<file path="src/rtl/mem_arbiter_if.sv">
// Requester-side and memory-side signal bundle for mem_arbiter.
// slave = arbiter view, master = requesters plus the data memory.
interface mem_arbiter_if #(
  parameter int ADDR_W = 64,
  parameter int DATA_W = 64
);
  logic [1:0]             req_i;
  logic [1:0]             we_i;
  logic [1:0][ADDR_W-1:0] addr_i;
  logic [1:0][DATA_W-1:0] wdata_i;
  logic [1:0][3:0]        size_i;
  logic [1:0]             gnt_o;
  logic [1:0]             done_o;
  logic                   err_o;
  logic [DATA_W-1:0]      rdata_o;
  logic [ADDR_W-1:0]      mem_address;
  logic                   mem_write_enable;
  logic                   mem_read_enable;
  logic [DATA_W-1:0]      mem_write_data;
  logic [3:0]             mem_xfer_size;
  logic [DATA_W-1:0]      mem_read_data;

  modport slave (
    input  req_i, we_i, addr_i, wdata_i, size_i, mem_read_data,
    output gnt_o, done_o, err_o, rdata_o,
    output mem_address, mem_write_enable, mem_read_enable, mem_write_data, mem_xfer_size
  );

  modport master (
    output req_i, we_i, addr_i, wdata_i, size_i, mem_read_data,
    input  gnt_o, done_o, err_o, rdata_o,
    input  mem_address, mem_write_enable, mem_read_enable, mem_write_data, mem_xfer_size
  );
endinterface

</file>
<file path="src/rtl/mem_arbiter.sv">
// Two-port arbiter/sequencer for the data memory; all memory-side outputs are registered.
// Define MEM_ARB_ROUND_ROBIN_EN for round-robin contention, otherwise port 0 has fixed priority.
//
// state | meaning
// IDLE  | no access in flight; grant allowed
// BUSY  | latched command driven to memory for one cycle
// DONE  | completion pulse to owner; a new grant may overlap
module mem_arbiter #(
  parameter int ADDR_W = 64,
  parameter int DATA_W = 64
) (
  input  logic           clk,
  input  logic           reset,
  mem_arbiter_if.slave   bus
);

  typedef enum logic [1:0] {IDLE, BUSY, DONE} state_t;

  state_t            state_q, state_d;
  logic              any_req;
  logic              win;
  logic              grant;
  logic [1:0]        gnt;
  logic [3:0]        sel_size;
  logic              sel_we;
  logic              size_ok;

  logic              owner_q;
  logic              illegal_q;
  logic [ADDR_W-1:0] addr_q;
  logic [DATA_W-1:0] wdata_q;
  logic [3:0]        size_q;
  logic              rd_en_q;
  logic              wr_en_q;
  logic [DATA_W-1:0] rdata_q;
  logic [1:0]        done_q;
  logic              err_q;

  assign any_req = |bus.req_i;

`ifdef MEM_ARB_ROUND_ROBIN_EN
  // ptr_q names the port favoured on the next contended grant.
  logic ptr_q;

  always_comb win = (&bus.req_i) ? ptr_q : bus.req_i[1];

  always_ff @(posedge clk) begin
    if (reset)
      ptr_q <= 1'b0;
    else if (grant)
      ptr_q <= ~win;
  end
`else
  always_comb win = ~bus.req_i[0];
`endif

  always_ff @(posedge clk) begin
    if (reset)
      state_q <= IDLE;
    else
      state_q <= state_d;
  end

  always_comb begin
    state_d = state_q;
    gnt     = 2'b00;
    grant   = 1'b0;
    case (state_q)
      IDLE, DONE: begin
        if (any_req) begin
          grant    = 1'b1;
          gnt[win] = 1'b1;
          state_d  = BUSY;
        end else begin
          state_d  = IDLE;
        end
      end
      BUSY:    state_d = DONE;
      default: state_d = IDLE;
    endcase
  end

  assign sel_size = bus.size_i[win];
  assign sel_we   = bus.we_i[win];

  always_comb begin
    case (sel_size)
      4'd1, 4'd2, 4'd4, 4'd8: size_ok = 1'b1;
      default:                size_ok = 1'b0;
    endcase
  end

  // Enables are loaded at grant so they are high exactly during BUSY.
  always_ff @(posedge clk) begin
    if (reset) begin
      owner_q   <= 1'b0;
      illegal_q <= 1'b0;
      addr_q    <= '0;
      wdata_q   <= '0;
      size_q    <= '0;
      rd_en_q   <= 1'b0;
      wr_en_q   <= 1'b0;
      rdata_q   <= '0;
      done_q    <= 2'b00;
      err_q     <= 1'b0;
    end else begin
      rd_en_q <= 1'b0;
      wr_en_q <= 1'b0;
      done_q  <= 2'b00;
      err_q   <= 1'b0;
      if (grant) begin
        owner_q   <= win;
        illegal_q <= ~size_ok;
        addr_q    <= bus.addr_i[win];
        wdata_q   <= bus.wdata_i[win];
        size_q    <= sel_size;
        rd_en_q   <= size_ok & ~sel_we;
        wr_en_q   <= size_ok & sel_we;
      end
      if (state_q == BUSY) begin
        done_q <= owner_q ? 2'b10 : 2'b01;
        err_q  <= illegal_q;
        if (rd_en_q)
          rdata_q <= bus.mem_read_data;
      end
    end
  end

  assign bus.gnt_o            = gnt;
  assign bus.done_o           = done_q;
  assign bus.err_o            = err_q;
  assign bus.rdata_o          = rdata_q;
  assign bus.mem_address      = addr_q;
  assign bus.mem_write_enable = wr_en_q;
  assign bus.mem_read_enable  = rd_en_q;
  assign bus.mem_write_data   = wdata_q;
  assign bus.mem_xfer_size    = size_q;

endmodule
</file>
<file path="src/flat_wrapper.sv">
// flat-port wrapper written by rule: the top's interface ports become plain ports
module mem_arbiter_flat 
#(
  parameter int ADDR_W = 64,
  parameter int DATA_W = 64
)
  (clk, reset, bus_req_i, bus_we_i, bus_addr_i, bus_wdata_i, bus_size_i, bus_mem_read_data, bus_gnt_o, bus_done_o, bus_err_o, bus_rdata_o, bus_mem_address, bus_mem_write_enable, bus_mem_read_enable, bus_mem_write_data, bus_mem_xfer_size);
  mem_arbiter_if #(.ADDR_W(ADDR_W), .DATA_W(DATA_W)) bus_i ();
  input  logic clk;
  input  logic reset;
  input wire logic [$bits(bus_i.req_i)-1:0] bus_req_i;
  input wire logic [$bits(bus_i.we_i)-1:0] bus_we_i;
  input wire logic [$bits(bus_i.addr_i)-1:0] bus_addr_i;
  input wire logic [$bits(bus_i.wdata_i)-1:0] bus_wdata_i;
  input wire logic [$bits(bus_i.size_i)-1:0] bus_size_i;
  input wire logic [$bits(bus_i.mem_read_data)-1:0] bus_mem_read_data;
  output wire logic [$bits(bus_i.gnt_o)-1:0] bus_gnt_o;
  output wire logic [$bits(bus_i.done_o)-1:0] bus_done_o;
  output wire logic [$bits(bus_i.err_o)-1:0] bus_err_o;
  output wire logic [$bits(bus_i.rdata_o)-1:0] bus_rdata_o;
  output wire logic [$bits(bus_i.mem_address)-1:0] bus_mem_address;
  output wire logic [$bits(bus_i.mem_write_enable)-1:0] bus_mem_write_enable;
  output wire logic [$bits(bus_i.mem_read_enable)-1:0] bus_mem_read_enable;
  output wire logic [$bits(bus_i.mem_write_data)-1:0] bus_mem_write_data;
  output wire logic [$bits(bus_i.mem_xfer_size)-1:0] bus_mem_xfer_size;
  assign bus_i.req_i = bus_req_i;
  assign bus_i.we_i = bus_we_i;
  assign bus_i.addr_i = bus_addr_i;
  assign bus_i.wdata_i = bus_wdata_i;
  assign bus_i.size_i = bus_size_i;
  assign bus_i.mem_read_data = bus_mem_read_data;
  assign bus_gnt_o = bus_i.gnt_o;
  assign bus_done_o = bus_i.done_o;
  assign bus_err_o = bus_i.err_o;
  assign bus_rdata_o = bus_i.rdata_o;
  assign bus_mem_address = bus_i.mem_address;
  assign bus_mem_write_enable = bus_i.mem_write_enable;
  assign bus_mem_read_enable = bus_i.mem_read_enable;
  assign bus_mem_write_data = bus_i.mem_write_data;
  assign bus_mem_xfer_size = bus_i.mem_xfer_size;
  mem_arbiter #(.ADDR_W(ADDR_W), .DATA_W(DATA_W)) u_core (.clk(clk), .reset(reset), .bus(bus_i));
endmodule
</file>
<file path="config.mk">
export PLATFORM = sky130hd
export DESIGN_NAME = mem_arbiter_flat
export DESIGN_NICKNAME = d
export VERILOG_FILES = /design/src/rtl/mem_arbiter_if.sv /design/src/rtl/mem_arbiter.sv /design/src/flat_wrapper.sv
export SDC_FILE = /design/constraint.sdc
export NUM_CORES = 1
export LEC_CHECK = 0
export CAP_MARGIN = 20
export CELL_PAD_IN_SITES_DETAIL_PLACEMENT = 1
export CELL_PAD_IN_SITES_GLOBAL_PLACEMENT = 2
export CORE_MARGIN = 2
export CORE_UTILIZATION = 20
export CTS_BUF_LIST = sky130_fd_sc_hd__clkbuf_4
export CTS_CLUSTER_DIAMETER = 150
export CTS_CLUSTER_SIZE = 25
export DETAILED_ROUTE_END_ITERATION = 10
export PLACE_DENSITY = 0.88
export SKIP_LAST_GASP = 1
export SLEW_MARGIN = 20
export SYNTH_ARGS = -nofsm -noshare
export SYNTH_HDL_FRONTEND = slang
export SYNTH_SLANG_ARGS = --single-unit
</file>
<file path="constraint.sdc">
create_clock -name clk -period 2.13 [get_ports clk]
set_input_delay 0.639 -clock clk [delete_from_list [all_inputs] [get_ports clk]]
set_output_delay 0.639 -clock clk [all_outputs]
set_load 0.01 [all_outputs]
</file>
==> results of run 1 <==
[power by group]
| part | internal (mW) | switching [mW] | total, mW |
|---|---|---|---|
| Sequential | 4.14 | 0.135 | 4.27 |
| Clock | 0.309 | 1.27 | 1.58 |
| Combinational | 1.20 | 0.934 | 2.13 |
| Total | 5.65 | 2.34 | 7.98 |
[stage by stage]
| stage | hold WS [ns] | instance area [µm²] | setup TNS, ns | utilization (%) |
|---|---|---|---|---|
| CTS | 0.213 | 14500 | -0.314 | 35.7 |
| global placement | 0.441 | 14400 | -4.75 | 35.4 |
| finish | 0.295 | 14600 | 0 | 35.8 |
| global route | 0.227 | 14600 | -0.240 | 35.8 |
| floorplan | 0.415 | 8240 | 0 | - |
| detailed placement | 0.448 | 14400 | -10.93 | 35.4 |
[timing repair]
item	4_1_cts	5_1_grt
pin swaps	0	1
resized for setup	353	57
setup buffers	9	4
setup endpoints to repair	203	50
[metal layers]
metal,vias to the layer above,routed length [µm],global-route usage (%)
met5,-,0,0
met4,0,890,4.23
met3,28,2960,4.24
met2,341,17200,27.7
met1,3891,13700,16.9
li1,4190,-,-
[cells in the mapped netlist]
| cell type | number | area share (%) |
|---|---|---|
| nor3b_1 | 2 | 0.18 |
| mux2i_1 | 132 | 16 |
| nor2b_1 | 1 | 0.076 |
| buf_1 | 6 | 0.27 |
| nor2_1 | 135 | 6.2 |
| buf_2 | 35 | 2.1 |
| nand2_1 | 128 | 5.8 |
| a211oi_2 | 1 | 0.15 |
| nor3_1 | 2 | 0.12 |
| nand3b_1 | 1 | 0.091 |
| a211oi_1 | 132 | 12 |
| nor2_2 | 1 | 0.076 |
| and2_1 | 2 | 0.15 |
| buf_6 | 1 | 0.14 |
| a21oi_1 | 65 | 3.9 |
| and3_1 | 1 | 0.076 |
| xor2_1 | 1 | 0.11 |
| nor4_1 | 1 | 0.076 |
| o21ai_1 | 1 | 0.061 |
| mux2_2 | 1 | 0.14 |
| inv_2 | 1 | 0.046 |
| a311o_1 | 1 | 0.12 |
| and4b_1 | 2 | 0.24 |
| clkbuf_1 | 38 | 1.7 |
| nor4b_2 | 1 | 0.18 |
| dfxtp_1 | 205 | 50 |
[critical path, delay by kind of cell (launching register included)]
kind	cells	cell delay, ns
DFF	1	0.43
buffers and inverters	2	0.24
and+or+nand+nor	1	0.11
[how the worst max path moves through the flow]
stage,from,depth (start not counted),to
finish,u_core.state_q[0],3,bus_gnt_o[0]
global route,u_core.state_q[0],3,bus_gnt_o[0]
CTS,u_core.state_q[0],3,bus_gnt_o[0]
detailed placement,bus_req_i[1],3,bus_gnt_o[1]
global placement,bus_req_i[1],3,bus_gnt_o[1]
floorplan,bus_req_i[0],4,bus_gnt_o[1]
[final cells by class]
| class | instances | area [µm²] | share of cell area (%) |
|---|---|---|---|
| diodes | 3 | 7.51 | 0.0514 |
| flip-flops and latches | 205 | 4290 | 29.4 |
| inverters | 1 | 3.75 | 0.0257 |
| repair buffers | 595 | 5720 | 39.2 |
| clock buffers | 13 | 97.6 | 0.668 |
| well taps | 532 | 666 | 4.56 |
| clock inverters | 1 | 20.0 | 0.137 |
| multi-input cells | 611 | 3790 | 26.0 |
[cells by family after synthesis]
group / synth area share, %
compound gates: 16.3
buf+inv: 4.31
xor+xnor: 0.106
simple gates: 13.3
flops: 49.8
mux: 16.2
[sequential cells by signal, summed over array words and instances (netlist names), 2 cells and up]
name / count
u_core.bus.done_o: 2
u_core.bus.mem_address: 64
u_core.state_q: 2
u_core.bus.rdata_o: 64
u_core.bus.mem_write_data: 64
u_core.bus.mem_xfer_size: 4
==> impl_metrics.csv, run 1 <==
group,metric,value,unit
layout,final_cell_mix,"clkdlybuf4s50_1, dlygate4sd2_1, dfxtp_2",
floorplan,initial_utilization,20.2,%
power,cellPowerDensity,547,nW/µm²
synth,yosysWarnings,0,
cts,clockBufferDepth,3,
layout,nNetsFinal,1760,
detailed_routing,finalWirelength,34.8,mm
cts,cts_tree,"done",
floorplan,io_pins,537,
cts,cts.clk_slew.worst_paths,0.27,ns
synth,syn_area,8240,µm²
floorplan,row_count,74,
place,io_buffers,536,
layout,layout_commonest_cell,"clkdlybuf4s50_1",
floorplan,core,40700,µm²
layout,drive_gt1_share,17.0,%
cts,root_buffer,"clkbuf_4",
timing,worst_slack,0.00741,ns
cts,hold_buffers,0,
setup_path,startpoint_type,"flop",
timing,worst_slew_pin_slew,0.542,ns
global_route,antenna_found_initial,2,
timing,worst_clock_skew,0.116,ns
setup_path,required,1.49,ns
timing,rsz0062_at_grt,"yes",
detailed_routing,initialDrtViolationCount,260,
setup_path,rrSetupSlack,0.53,ns
synth,syn_inst,897,
setup_path,cp_max_fo,3,
place,dp_hpwl,27.7,mm
worst_hold_path,min_to,"u_core.illegal_q",
global_route,grt_overflow_total,0,
place,gp_congestion,0.785,
detailed_routing,drt-pass1-iter-count,4,
synth,syn_area_per_cell,9.18,µm²
worst_hold_path,hold_depth,2,
timing,final_max_slew_viol_count,0,
setup_path,ff2ff_path_depth,6,
synth,syn-num-nets,1231,
synth,ys_ff_latch,205,
timing,finalSetupViolCount,0,
timing,min_period,2.12,ns
power,leakage,6.27,nW
setup_path,cp_cell_sequence,"nor2b_1, buf_4, buf_6",
setup_path,end_kind,"output port",
setup_path,critPathArrivalTime,1.48,ns
worst_hold_path,hold_start,"reset",
detailed_routing,drt-wirelength-per-cell,17.7,µm
setup_path,path_class,"flop to output port",
floorplan,die_w,207,µm
floorplan,fp.dieArea,42800,µm²
global_route,grt_usage,15.1,%
setup_path,reg2reg_to,"u_core.bus.rdata_o[0]",
global_route,grt_pass1_vias,8815,
timing,fmax,471,MHz
power,vdd.ir_drop.worst,0.323,mV
detailed_routing,ant_nets,0,
setup_path,reg2reg_from,"u_core.state_q[0]",
setup_path,cpPeakStageDelay,0.43,ns
timing,hold_violations,0,
detailed_routing,avgViaCountPerCell,4.31,
cts,cts_buffers,12,
setup_path,cp_slowest_cell,"dfxtp_4",
timing,max-slew-margin-rel,63.8,%
timing,fin_crit_sh,99.7,%
place,dp.cells,1931,
job,drv_cap,0,
outcome,outcome,"complete, no violations",
global_route,grt_max_degree,77,
worst_hold_path,hold_path.class,"input port to flop",
synth,yosysUniqueCellTypes,26,
synth,ys_seq_area_share,49.8,%
floorplan,die_y,207,µm
power,power.total,7.98,mW
cts,htreeDepth,1,
layout,stdcell_count,1961,
global_route,grt_pass1_wl,50.2,mm
layout,fill_cells,4824,
cts,cts_sinks,205,
cts,clock_latency,0.70,ns
layout,area_delta_synth_final,77.3,%
detailed_routing,vias,8450,
place,pre_cts_slack,-0.389,ns
detailed_routing,drc_errors,0,
No activity file was read; power rests on OpenSTA's default activity.
==> run 2, diff against run 1 <==
CELL_PAD_IN_SITES_GLOBAL_PLACEMENT = 1   (was 2)
CORE_AREA = 2 2 210 212   (was not set)
CORE_MARGIN = not set   (was 2)
CORE_UTILIZATION = not set   (was 20)
DIE_AREA = 0 0 212 214   (was not set)
PLACE_DENSITY = 0.69   (was 0.88)
==> run 2 against run 1 <==
  * The flow now finishes with violations (negative setup slack)
  * Wire length increased by 0.63%
  * Non-clock buffer count decreased by 10
  * First-iteration DRC count decreased by 0.77%
  * Critical endpoint is now bus_gnt_o[1]
  * Design area increased by 0.25%
  * Clock skew decreased by 0.017 ns
==> impl_metrics.csv, run 2 (synthesized netlist as in run 1, its figures left out) <==
group,metric,value,unit
detailed_routing,drt-wirelength-per-cell,17.5,µm
global_route,grt_max_degree,77,
worst_hold_path,hold_path.class,"input port to flop",
floorplan,die_w,212,µm
timing,final_max_slew_viol_count,0,
setup_path,cpPeakStageDelay,0.51,ns
timing,max-slew-margin-rel,63.5,%
timing,finalSetupViolCount,1,
floorplan,initial_utilization,19.2,%
cts,hold_buffers,0,
cts,cts.clk_slew.worst_paths,0.24,ns
timing,fin_tns_setup,-0.0896,ns
place,dp_hpwl,27.9,mm
timing,hold_violations,0,
setup_path,path_class,"input port to output port",
timing,worst_slack,-0.0896,ns
place,io_buffers,536,
setup_path,cp_max_fo,2,
layout,area_delta_synth_final,77.7,%
detailed_routing,finalWirelength,35.0,mm
setup_path,cp_cell_sequence,"clkdlybuf4s50_1, nor3b_4, buf_4, buf_6",
timing,min_period,2.22,ns
detailed_routing,vias,8485,
global_route,grt_pass1_wl,52.1,mm
detailed_routing,ant_nets,0,
detailed_routing,drc_errors,0,
global_route,grt_overflow_total,0,
cts,cts_buffers,12,
floorplan,fp.dieArea,45400,µm²
floorplan,row_count,76,
cts,cts_tree,"done",
global_route,grt_pass1_vias,9101,
global_route,antenna_found_initial,1,
power,leakage,6.21,nW
setup_path,crit_buf_inv,3,
floorplan,io_pins,537,
setup_path,critPathArrivalTime,1.58,ns
power,cellPowerDensity,545,nW/µm²
outcome,outcome,"finished, violations left",
outcome,violations,"negative setup slack",
power,vdd.ir_drop.worst,0.302,mV
timing,rsz0062_at_grt,"yes",
layout,nNetsFinal,1750,
layout,layout_commonest_cell,"clkdlybuf4s50_1",
floorplan,die_y,214,µm
detailed_routing,avgViaCountPerCell,4.24,
timing,fmax,451,MHz
layout,final_cell_mix,"clkdlybuf4s50_1, dlygate4sd2_1, nor2_1",
detailed_routing,initialDrtViolationCount,258,
timing,whs,0.350,ns
cts,clockBufferDepth,3,
setup_path,startpoint_type,"input port",
place,gp_congestion,0.762,
detailed_routing,drt-pass1-iter-count,4,
setup_path,cp_slowest_cell,"clkdlybuf4s50_1",
job,drv_cap,0,
place,placed_cell_area,14500,µm²
setup_path,cp_top_family,"buffers and inverters",
cts,htreeDepth,1,
cts,cts_sinks,205,
layout,final_cell_area,14600,µm²
setup_path,end_kind,"output port",
timing,worst_slew_pin_slew,0.548,ns
floorplan,core,42900,µm²
layout,postLayoutCoreUtil,34.1,%
cts,clock_latency,0.70,ns
cts,root_buffer,"clkbuf_4",
global_route,grt_usage,14.7,%
setup_path,required,1.49,ns
timing,fin_crit_sh,104,%
timing,worst_clock_skew,0.0986,ns
layout,drive_gt1_share,15.3,%
place,pre_cts_slack,-0.616,ns
run 2: changes by cell type in the layout (fill, tap and decap cells not counted), moves of 4 or more:
| cell | before | now |
|---|---|---|
| clkdlybuf4s15_1 | 28 | 32 |
| clkbuf_2 | 4 | 0 |
| dlygate4sd2_1 | 164 | 157 |
| clkdlybuf4s15_2 | 4 | 11 |
| buf_4 | 48 | 37 |
| dfxtp_4 | 1 | 5 |
| dfxtp_1 | 56 | 74 |
| dfxtp_2 | 148 | 126 |
run 2: worst paths after layout:
check / start / end / slack [ns] / depth (start not counted)
min: reset / u_core.bus.rdata_o[31] / 0.35 / 2
min reg2reg: u_core.bus.rdata_o[24] / u_core.bus.rdata_o[24] / 0.47 / 2
max reg2reg: u_core.state_q[0] / u_core.bus.rdata_o[49] / 0.53 / 6
max: bus_req_i[1] / bus_gnt_o[1] / -0.09 / 4
run 2: worst register-to-register path, stage by stage, from the launching register on:
cell and delay (ns):
dfxtp_4 0.44, buf_4 0.14, inv_2 0.06, nor3b_2 0.25, buf_12 0.29, nand2_1 0.22, a21oi_1 0.14
run 2: final cells by class:
type,count,area (µm²)
fill,4991,28200
clock inverter,1,20.0
antenna,1,2.50
timing repair buffer,585,5700
sequential,205,4280
multi-input combinational,611,3800
tap,585,732
clock buffer,13,97.6
inverter,1,3.75
run 2: per-layer routing:
layer	GRT usage (%)	wire (µm)
met2	27.9	17700
met3	4.25	2970
met1	15.5	13200
met4	4.04	1070
met5	0	0
run 2: what timing repair did:
item | 4_1_cts | 5_1_grt
buffers inserted | 7 | 0
endpoints found under the setup margin | 203 | 14
resized for setup | 393 | 16
cloned | 0 | 0
pin swaps | 1 | 1
endpoints found under the hold margin | 0 | 0
run 2: per-stage QoR:
stage                     total power, mW  std cells
after floorplan                      5.11        897
after global placement               6.59       1980
after detailed placement             6.64       1980
after CTS                            8.16       2001
after global routing                 8.43       2002
final                                7.97       2002
run 2: report_power, final:
group	leakage [nW]	switching [mW]	internal [mW]
registers	1.74	0.138	4.13
clock network	0.0696	1.27	0.309
logic	4.40	0.931	1.19
total	6.21	2.34	5.63
